### src/rtl/pb_conditioner.sv
// Push-button conditioner: per button, a two-flop synchroniser, a counter
// debounce, one-cycle press/release pulses and an auto-repeat strobe while
// the button is held. Every bit is an independent copy of the same slice.
//
// Handshake note: there is no valid/ready traffic here. Outputs are plain
// registered levels and single-cycle pulses, so a consumer simply samples
// them every clock.
//
// The release pulse port is named release_o because "release" is a reserved
// word in SystemVerilog.
module pb_conditioner #(
    parameter int N_BTN           = 5,
    parameter int DEBOUNCE_CYCLES = 250000,
    parameter int REPEAT_DELAY    = 25000000,
    parameter int REPEAT_PERIOD   = 5000000
) (
    input  logic             clk,
    input  logic             rst_n,
    input  logic [N_BTN-1:0] pb,
    output logic [N_BTN-1:0] level,
    output logic [N_BTN-1:0] press,
    output logic [N_BTN-1:0] release_o,
    output logic [N_BTN-1:0] strobe
);

    localparam int DB_W     = $clog2(DEBOUNCE_CYCLES + 1);
    localparam int HOLD_MAX = (REPEAT_DELAY > REPEAT_PERIOD) ? REPEAT_DELAY : REPEAT_PERIOD;
    localparam int HOLD_W   = $clog2(HOLD_MAX + 1);

    localparam logic [DB_W-1:0]   DB_LAST     = DB_W'(DEBOUNCE_CYCLES - 1);
    localparam logic [DB_W-1:0]   DB_ONE      = DB_W'(1);
    localparam logic [HOLD_W-1:0] DELAY_LAST  = HOLD_W'(REPEAT_DELAY);
    localparam logic [HOLD_W-1:0] PERIOD_LAST = HOLD_W'(REPEAT_PERIOD);
    localparam logic [HOLD_W-1:0] HOLD_ONE    = HOLD_W'(1);

    typedef enum logic [1:0] {
        RPT_IDLE   = 2'd0,
        RPT_DELAY  = 2'd1,
        RPT_REPEAT = 2'd2
    } rpt_state_e;

    // Per-button auto-repeat state, gathered in one vector for observation.
    logic [N_BTN-1:0][1:0] rpt_state_dbg;

    logic [N_BTN-1:0] s1_q;
    logic [N_BTN-1:0] s2_q;

    // Two-flop synchroniser for the asynchronous button pins.
    always_ff @(posedge clk or negedge rst_n) begin
        if (!rst_n) begin
            s1_q <= '0;
            s2_q <= '0;
        end else begin
            s1_q <= pb;
            s2_q <= s1_q;
        end
    end

    for (genvar i = 0; i < N_BTN; i++) begin : g_btn
        logic [DB_W-1:0]   db_cnt_q, db_cnt_d;
        logic              level_q, level_d;
        logic              press_q, release_q, strobe_q;
        logic              rise, fall;
        rpt_state_e        state_q, state_d;
        logic [HOLD_W-1:0] hold_q, hold_d;
        logic              rpt_fire;

        // Debounce: count consecutive disagreeing cycles, flip level on the last one.
        always_comb begin
            db_cnt_d = db_cnt_q;
            level_d  = level_q;
            rise     = 1'b0;
            fall     = 1'b0;
            if (s2_q[i] == level_q) begin
                db_cnt_d = '0;
            end else if (db_cnt_q == DB_LAST) begin
                db_cnt_d = '0;
                level_d  = s2_q[i];
                rise     = s2_q[i];
                fall     = ~s2_q[i];
            end else begin
                db_cnt_d = db_cnt_q + DB_ONE;
            end
        end

        // Auto-repeat next state; a release always wins over a due repeat.
        always_comb begin
            state_d  = state_q;
            hold_d   = hold_q;
            rpt_fire = 1'b0;
            if (fall) begin
                state_d = RPT_IDLE;
                hold_d  = '0;
            end else begin
                case (state_q)
                    RPT_IDLE: begin
                        if (rise && (REPEAT_DELAY != 0)) begin
                            state_d = RPT_DELAY;
                            hold_d  = HOLD_ONE;
                        end
                    end
                    RPT_DELAY: begin
                        if (hold_q == DELAY_LAST) begin
                            rpt_fire = 1'b1;
                            state_d  = RPT_REPEAT;
                            hold_d   = HOLD_ONE;
                        end else begin
                            hold_d = hold_q + HOLD_ONE;
                        end
                    end
                    RPT_REPEAT: begin
                        if (hold_q == PERIOD_LAST) begin
                            rpt_fire = 1'b1;
                            hold_d   = HOLD_ONE;
                        end else begin
                            hold_d = hold_q + HOLD_ONE;
                        end
                    end
                    default: begin
                        state_d = RPT_IDLE;
                        hold_d  = '0;
                    end
                endcase
            end
        end

        // State and registered pulse outputs for this button.
        always_ff @(posedge clk or negedge rst_n) begin
            if (!rst_n) begin
                db_cnt_q  <= '0;
                level_q   <= 1'b0;
                press_q   <= 1'b0;
                release_q <= 1'b0;
                strobe_q  <= 1'b0;
                state_q   <= RPT_IDLE;
                hold_q    <= '0;
            end else begin
                db_cnt_q  <= db_cnt_d;
                level_q   <= level_d;
                press_q   <= rise;
                release_q <= fall;
                strobe_q  <= rise | rpt_fire;
                state_q   <= state_d;
                hold_q    <= hold_d;
            end
        end

        assign level[i]         = level_q;
        assign press[i]         = press_q;
        assign release_o[i]     = release_q;
        assign strobe[i]        = strobe_q;
        assign rpt_state_dbg[i] = state_q;
    end

endmodule

### config.mk
export PLATFORM = sky130hd
export DESIGN_NAME = pb_conditioner
export DESIGN_NICKNAME = d
export VERILOG_FILES = /design/src/rtl/pb_conditioner.sv
export SDC_FILE = /design/constraint.sdc
export NUM_CORES = 1
export LEC_CHECK = 0
export BUFFER_PORTS_ARGS = -buffer_cell sky130_fd_sc_hd__buf_2
export CORE_UTILIZATION = 39
export DETAILED_ROUTE_END_ITERATION = 10
export GPL_ROUTABILITY_DRIVEN = 1
export PLACE_DENSITY = 0.56
export SLEW_MARGIN = 30
export SYNTH_ARGS = -nofsm -noshare
export SYNTH_HDL_FRONTEND = slang
export SYNTH_SLANG_ARGS = --single-unit
export TNS_END_PERCENT = 20
### constraint.sdc
create_clock -name clk -period 2.8 [get_ports clk]
set_clock_uncertainty 0.1 [all_clocks]
set_input_delay 0.28 -clock clk [delete_from_list [all_inputs] [get_ports clk]]
set_output_delay 0.28 -clock clk [all_outputs]
set_load 0.03 [all_outputs]
# Word-level counts from Yosys, hierarchy flattened
# Index checks and enable logic that the tools add are counted.
# word_totals
register_bits	255
inputBits	7
output_inout_bits	20
word_cells	217
# classes
add_sub_neg	10
n_eq_ne	45
n_mux	95
bitwise_logic	15
n_reduce_logical	15
# op_table
operator	count
$mux W25	20
$pmux W25 S3	5
$mux W18	10
$add A25 B1 Y25 const B	5
$eq A25 B23 Y1 const B	5
$eq A25 B25 Y1 const B	5
$add A18 B1 Y18 const B	5
$eq A18 B18 Y1 const B	5
$mux W1	35
$mux W2	15
$ne A3 B3 Y1 const B	10
$pmux W2 S3	5
$reduce_and A3 Y1	5
$eq A2 B1 Y1 const B	5
$eq A2 B2 Y1 const B	5
$logic_not A2 Y1	5
$ne A2 B2 Y1 const B	5
$not A1 Y1	10
$pmux W1 S2	5
$reduce_and A2 Y1	5
$eq A1 B1 Y1	5
$or A1 B1 Y1	5

# Logic depth before layout (Yosys ltp)
# Gate-level depths: netlist of the first run.
# logic_depth
ltp_word	6
ltp_mapped	10
mapped_depth_nobuf	8

# Worst setup path after synthesis of the first run
# Ideal clock, no wire load.
# synth_path
kind	flip-flop to flip-flop
from	register g_btn[4].db_cnt_q[5]
to	register g_btn[4].hold_q[23]
setup_ns	0.069
arrival_ns	2.639
t_required_ns	2.631
slack_ns	-0.008
path_stages_with_launch	9
n_path_buf	2
period_less_slack_ns	2.808
path_cell_list	dfrtp_1 or4b_1 or4_1 buf_2 o31ai_4 o211ai_4 buf_6 or4_1 nand3_1
# synth_via
elab_chain_len	4
elab_cells_between_ends	7
classes_between	2 x eq/ne; 5 x mux
# synth_rtl
item	line_no	text
start: declaration	60	logic [DB_W-1:0] db_cnt_q, db_cnt_d;
start signal: assignment	138	db_cnt_q <= db_cnt_d;
$eq A18 B18 Y1 (*)	76	end else if (db_cnt_q == DB_LAST) begin
$mux W1	76	
$mux W1	74	if (s2_q[i] == level_q) begin
$ne A3 B3 Y1 (no source line) / $mux W25 (equally long branches)	-	
end signal: assignment	144	hold_q <= hold_d;
end: declaration	65	logic [HOLD_W-1:0] hold_q, hold_d;
# Mark *: on every way between the ends. The rest lies on a longest branch, timed or not.
# A chain may end at the register's enable or synchronous reset.

# Worst setup path after layout of the first run
# layout_path
from	register g_btn[4].db_cnt_q[6]
to	register g_btn[4].hold_q[8]
# Same word-level chain as after synthesis.

==> results of run 1 <==
[registers in the layout, indices dropped and copies added, names as in the netlist]
signal / flops
g_btn.db_cnt_q: 90
g_btn.hold_q: 125
g_btn.level_q: 5
g_btn.press_q: 5
g_btn.release_q: 5
g_btn.state_q: 10
g_btn.strobe_q: 5
s1_q: 5
s2_q: 5
[placed cells by master, fill, tap and decap left out, drive strengths merged, types with 7 or more instances in the layout]
master	count
a21o	12
a21oi	23
a22o	14
and2	17
and3	34
and4	17
buf	79
clkbuf	40
clkinv	9
dfrtp	255
ha	40
inv	60
nand2	173
nand2b	9
nand3	208
nand4	51
nor2	132
nor3	27
nor3b	8
nor4	21
nor4b	17
nor4bb	11
o21a	9
o21ai	44
o311ai	46
o31ai	10
or2	15
or3	53
or4	7
xnor2	35
xor2	43
[where the power goes]
part	leakage, µW	internal, µW	switching (µW)	total, µW
clock network	0.000511	2460	1620	4080
registers	0.00353	3710	19.5	3730
logic	0.00258	47.0	117	164
total	0.00662	6220	1760	7970
[worst max-delay path, cell delays in order (launching register included)]
cell and delay (ps):
dfrtp_1 390, or4b_1 480, or4_1 500, o31ai_4 300, o211ai_4 190, buf_4 190
o311ai_0 380
[worst max path at each step]
| stage | depth (start not counted) | slack (ps) | start | endpoint |
|---|---|---|---|---|
| final | 6 | 120 | g_btn[4].db_cnt_q[6]$_DFF_PN0_ | g_btn[4].hold_q[8]$_DFFE_PN0P_ |
| after detailed placement | 6 | 130 | g_btn[4].db_cnt_q[6]$_DFF_PN0_ | g_btn[4].hold_q[12]$_DFFE_PN0P_ |
| after floorplan | 8 | 20 | g_btn[4].db_cnt_q[5]$_DFF_PN0_ | g_btn[4].hold_q[23]$_DFFE_PN0P_ |
| after CTS | 6 | 110 | g_btn[4].db_cnt_q[6]$_DFF_PN0_ | g_btn[4].hold_q[8]$_DFFE_PN0P_ |
| after global placement | 7 | 130 | g_btn[4].db_cnt_q[6]$_DFF_PN0_ | g_btn[4].hold_q[24]$_DFFE_PN0P_ |
| after global routing | 6 | 3 | g_btn[4].db_cnt_q[6]$_DFF_PN0_ | g_btn[4].hold_q[8]$_DFFE_PN0P_ |
[layer usage]
layer | vias to the layer above | share of wire | GRT usage
li1 | 5629 | - | -
met1 | 5547 | 0.50 | 0.239
met2 | 149 | 0.45 | 0.280
met3 | 54 | 0.032 | 0.0272
met4 | 0 | 0.021 | 0.0465
met5 | - | 0 | 0
[metrics by stage]
stage / cell area (µm²) / cells / power (µW) / hold WS (ps)
detailed placement: 14800 / 1990 / 3960 / 227
CTS: 15900 / 2053 / 8120 / 229
global route: 15900 / 2053 / 8260 / 240
finish: 15900 / 2053 / 7970 / 201
global placement: 14800 / 1990 / 3960 / 222
floorplan: 13900 / 1525 / 3850 / -116
[cell families after synthesis]
kind of cell / share of synthesized area
AND/OR/NAND/NOR: 0.305
flip-flops: 0.459
AO/OA/AOI/OAI: 0.106
buffers and inverters: 0.0406
XOR/XNOR: 0.0492
adder cells (fa/ha/maj): 0.0360
multiplexers: 0.00405
[area by class of cell]
| type | instances | area (µm²) | share of cell area |
|---|---|---|---|
| Multi-Input combinational cell | 1142 | 6980 | 0.440 |
| Sequential cell | 255 | 6380 | 0.402 |
| Clock buffer | 40 | 870 | 0.0548 |
| Timing Repair Buffer | 85 | 686 | 0.0432 |
| Tap cell | 455 | 569 | 0.0358 |
| Inverter | 59 | 221 | 0.0139 |
| Clock inverter | 17 | 174 | 0.0110 |
[timing repair]
item,in CTS,in global routing
buffers inserted,0,0
hold endpoints to repair,81,0
endpoints found under the setup margin,0,23
resized for setup,0,4
hold buffers,6,0
==> flow_metrics.tcl, run 1 <==
set metrics [dict create \
    r2r_slack_ps 120 \
    synth-edff-count 0 \
    drt_wl_total_um 30600 \
    start_util 0.399 \
    antenna_found_initial 0 \
    min_path_type "in -> async" \
    grt_max_degree 82 \
    cts.path.max_buffers 3 \
    yosysWarnings 0 \
    fin_util 0.456 \
    viasPerCell 5.54 \
    clkTransAtPathRegs_ps 60 \
    num_io_pins 27 \
    fp.dieArea_um2 36400 \
    dieHeight_um 191 \
    nets 1621 \
    crit_fanout 11 \
    gp_congestion 0.816 \
    cp.arrival_ps 3000 \
    status "finished, final reports clean" \
    worstPathRequired_ps 3120 \
    drc_errors 0 \
    postRouteAntennaNets 0 \
    yosysMostFrequentCell "dfrtp_1" \
    final_max_slew_viol_count 0 \
    layout_setup_ws_ps 115 \
    p_per_area_nw_per_um2 502 \
    cts_tree "built" \
    power_leakage_uw 0.00662 \
    r2r-end "g_btn[4].hold_q[8]$_DFFE_PN0P_" \
    dr.first_iter.drc_count 612 \
    drt_pre_antenna_iters 7 \
    grt_pass1_wl_um 53400 \
    tightest_slew_ps 666 \
    synthArstFlopShare 1.00 \
    die_x_um 191 \
    grt_setup_unrepaired "false" \
    startpoint_type "register" \
    finalSetupViolCount 0 \
    layout-drive-gt1-share 0.102 \
    syn_avg_cell_area_um2 9.11 \
    synth_area_um2 13900 \
    synth_top_area_frac 0.459 \
    io_buffers 26 \
    row_count 68 \
    crit_path_end_kind "register" \
    irDropWorstVdd_mv 0.525 \
    grt_pass1_vias 11100 \
    cts.sinks 255 \
    min_period_ps 2680 \
    drv_cap 0 \
    post-route-period-util 0.959 \
    core-area_um2 34800 \
    area_growth_pct 14.3 \
    clock_latency_ps 570 \
    cts_buffers 31 \
    synthTopCellsByCount "dfrtp_1, nand3_1, nand2_1" \
    grt_usage 0.173 \
    tns_ps 0 \
    cts-root-buf "clkbuf_16" \
    netlist_instances 1525 \
    synth.area.top_cells "dfrtp_1, nand3_1, nand2_1, ha_1, nor2_1" \
    dp_hpwl_um 20600 \
    num_vias 11400 \
    final-hold-violation-count 0 \
    rr_worst_depth 6 \
    reg2reg_from "g_btn[4].db_cnt_q[6]$_DFF_PN0_" \
    yosys.area.top_type "dfrtp_1" \
    pre_cts_ws_ps 126 \
    ys_types 61 \
    relSlewSlack 0.556 \
    n_antenna_cell 0 \
    fill_cells 3339 \
    grt_overflow 0 \
    path_class "reg -> reg" \
    max_freq_mhz 372 \
    avgRoutedWirePerCell_um 14.9 \
    yosysSeqAreaShare 0.459 \
    cts.htree.levels 1 \
    synth-seq-cells 255 \
    synth_nets 1572 \
    synth_ff_type "dfrtp_1" \
]
Power figures use the tool's default switching activity.
==> run 2: changes to the inputs <==
==> constraint.sdc (replaced) <==
create_clock -name clk -period 2.8 [get_ports clk]
set_clock_uncertainty 0.1 [all_clocks]
set_input_delay 0 -clock clk [delete_from_list [all_inputs] [get_ports clk]]
set_output_delay 0 -clock clk [all_outputs]
set_load 0.03 [all_outputs]
==> run 2 against run 1 <==
  * Routed wire length grew 0.73%
  * Sequential power is essentially flat
  * Clock power grew 2%
  * Non-clock buffer count grew 7
  * First-iteration DRC count grew 11%
  * Hold slack gained 49 ps
  * Highest routed layer unchanged
  * Sequential share of layout area shrank 0.26 points
==> flow_metrics.tcl, run 2 (same netlist as run 1, synthesis figures left out) <==
set metrics [dict create \
    status "finished, final reports clean" \
    max_freq_mhz 374 \
    clkTransAtPathRegs_ps 60 \
    nets 1627 \
    whs_ps 250 \
    core-area_um2 34800 \
    rr_worst_depth 7 \
    reg2reg_from "g_btn[4].db_cnt_q[6]$_DFF_PN0_" \
    gp_congestion 0.826 \
    area_growth_pct 15.0 \
    antenna_found_initial 0 \
    drv_cap 0 \
    cts-root-buf "clkbuf_16" \
    clock_latency_ps 570 \
    min_path_type "reg -> reg" \
    min_path_cells 0 \
    final_common_cell "dfrtp_1" \
    drc_errors 0 \
    r2r_slack_ps 130 \
    startpoint_type "register" \
    cp.arrival_ps 3070 \
    irDropWorstVdd_mv 0.485 \
    r2r-end "g_btn[4].hold_q[22]$_DFFE_PN0P_" \
    dr.first_iter.drc_count 678 \
    grt_setup_unrepaired "false" \
    crit_fanout 11 \
    start_util 0.399 \
    grt_usage 0.172 \
    regMostFlops "g_btn.hold_q" \
    final_max_slew_viol_count 0 \
    layout-drive-gt1-share 0.103 \
    hold_start "s1_q[0]$_DFF_PN0_" \
    grt_pass1_vias 10900 \
    cts_buffers 30 \
    grt_pass1_wl_um 53100 \
    crit_path_end_kind "register" \
    cts.sinks 255 \
    cts_tree "built" \
    final_cell_mix "dfrtp_1, nand3_1, nand2_1" \
    path_class "reg -> reg" \
    row_count 68 \
    tns_ps 0 \
    layout_setup_ws_ps 129 \
    dieHeight_um 191 \
    largest_register_ffs 125 \
    drt_pre_antenna_iters 5 \
    drt_wl_total_um 30800 \
    io_buffers 26 \
    fin_util 0.459 \
    postRouteAntennaNets 0 \
    fill_cells 3349 \
    min_period_ps 2670 \
    dp_hpwl_um 20900 \
    power_leakage_uw 0.00665 \
    fin_total_pwr_uw 8090 \
    multi_input_area_um2 6990 \
    num_io_pins 27 \
    tightest_slew_ps 562 \
    grt_max_degree 55 \
    worstPathRequired_ps 3200 \
    largestRegisters "g_btn.hold_q x125, g_btn.db_cnt_q x90, g_btn.state_q x10" \
    post-route-period-util 0.954 \
    fp.dieArea_um2 36400 \
    finalSetupViolCount 0 \
    p_per_area_nw_per_um2 506 \
    grt_overflow 0 \
    viasPerCell 5.46 \
    cts.htree.levels 1 \
    cts.path.max_buffers 3 \
    regArea_um2 6380 \
    relSlewSlack 0.622 \
    die_x_um 191 \
    whs_endpoint "s2_q[0]$_DFF_PN0_" \
    num_vias 11200 \
    pre_cts_ws_ps 95.5 \
    final-hold-violation-count 0 \
    n_antenna_cell 0 \
    avgRoutedWirePerCell_um 15.0 \
]
-- run 2: cell types whose count changed in the layout (fill, tap and decap cells not counted), sizes merged --
cell and change:
buf +1, bufinv +2, clkbuf -5, clkinv -1, clkinvlp +2, dlygate4sd3 +6
-- run 2: timing repair --
item	4_1_cts	5_1_grt
setup endpoints to repair	0	17
endpoints found under the hold margin	260	0
gates resized for setup	0	4
hold buffers	13	0
setup buffers	0	0
-- run 2: cell type report --
type / count / share of cell area
clock inverter: 20 / 0.0159
timing repair buffer: 92 / 0.0471
inverter: 59 / 0.0139
sequential: 255 / 0.399
tap: 455 / 0.0356
clock buffer: 35 / 0.0513
multi-input combinational: 1142 / 0.437
-- run 2: where the power goes --
group	internal (µW)	switching (µW)
combinational	53.6	120
sequential	3710	20.1
clock	2560	1620
total	6320	1760
-- run 2: metrics by stage --
step / cell area (µm²) / instances
after floorplan: 13900 / 1525
after global placement: 14700 / 1990
after detailed placement: 14700 / 1990
after CTS: 16000 / 2058
after global routing: 16000 / 2058
final: 16000 / 2058
-- run 2: worst max path at each step --
| stage | from | endpoint | slack, ps | depth (start not counted) |
|---|---|---|---|---|
| after global routing | g_btn[2].hold_q[1]$_DFFE_PN0P_ | g_btn[2].hold_q[5]$_DFFE_PN0P_ | 20 | 10 |
| after detailed placement | g_btn[4].db_cnt_q[6]$_DFF_PN0_ | g_btn[4].hold_q[24]$_DFFE_PN0P_ | 100 | 7 |
| after CTS | g_btn[4].db_cnt_q[6]$_DFF_PN0_ | g_btn[4].hold_q[22]$_DFFE_PN0P_ | 70 | 7 |
| after global placement | g_btn[4].db_cnt_q[6]$_DFF_PN0_ | g_btn[4].hold_q[22]$_DFFE_PN0P_ | 140 | 7 |
| final | g_btn[4].db_cnt_q[6]$_DFF_PN0_ | g_btn[4].hold_q[22]$_DFFE_PN0P_ | 130 | 7 |
| after floorplan | g_btn[4].db_cnt_q[5]$_DFF_PN0_ | g_btn[4].hold_q[23]$_DFFE_PN0P_ | 20 | 8 |
-- run 2: per-layer routing --
layer / share of wire / wire length (µm) / GRT usage
met5: 0 / 0 / 0
met4: 0.016 / 490 / 0.0375
met3: 0.033 / 1020 / 0.0304
met2: 0.46 / 14100 / 0.279
met1: 0.49 / 15200 / 0.240
-- run 2: worst max-delay path: stages (launching register included) --
cell and delay [ps]:
dfrtp_1 400, or4b_1 510, or4_4 470, o31ai_4 290, o211ai_4 190, buf_4 210
or3_1 340, nand3_1 90
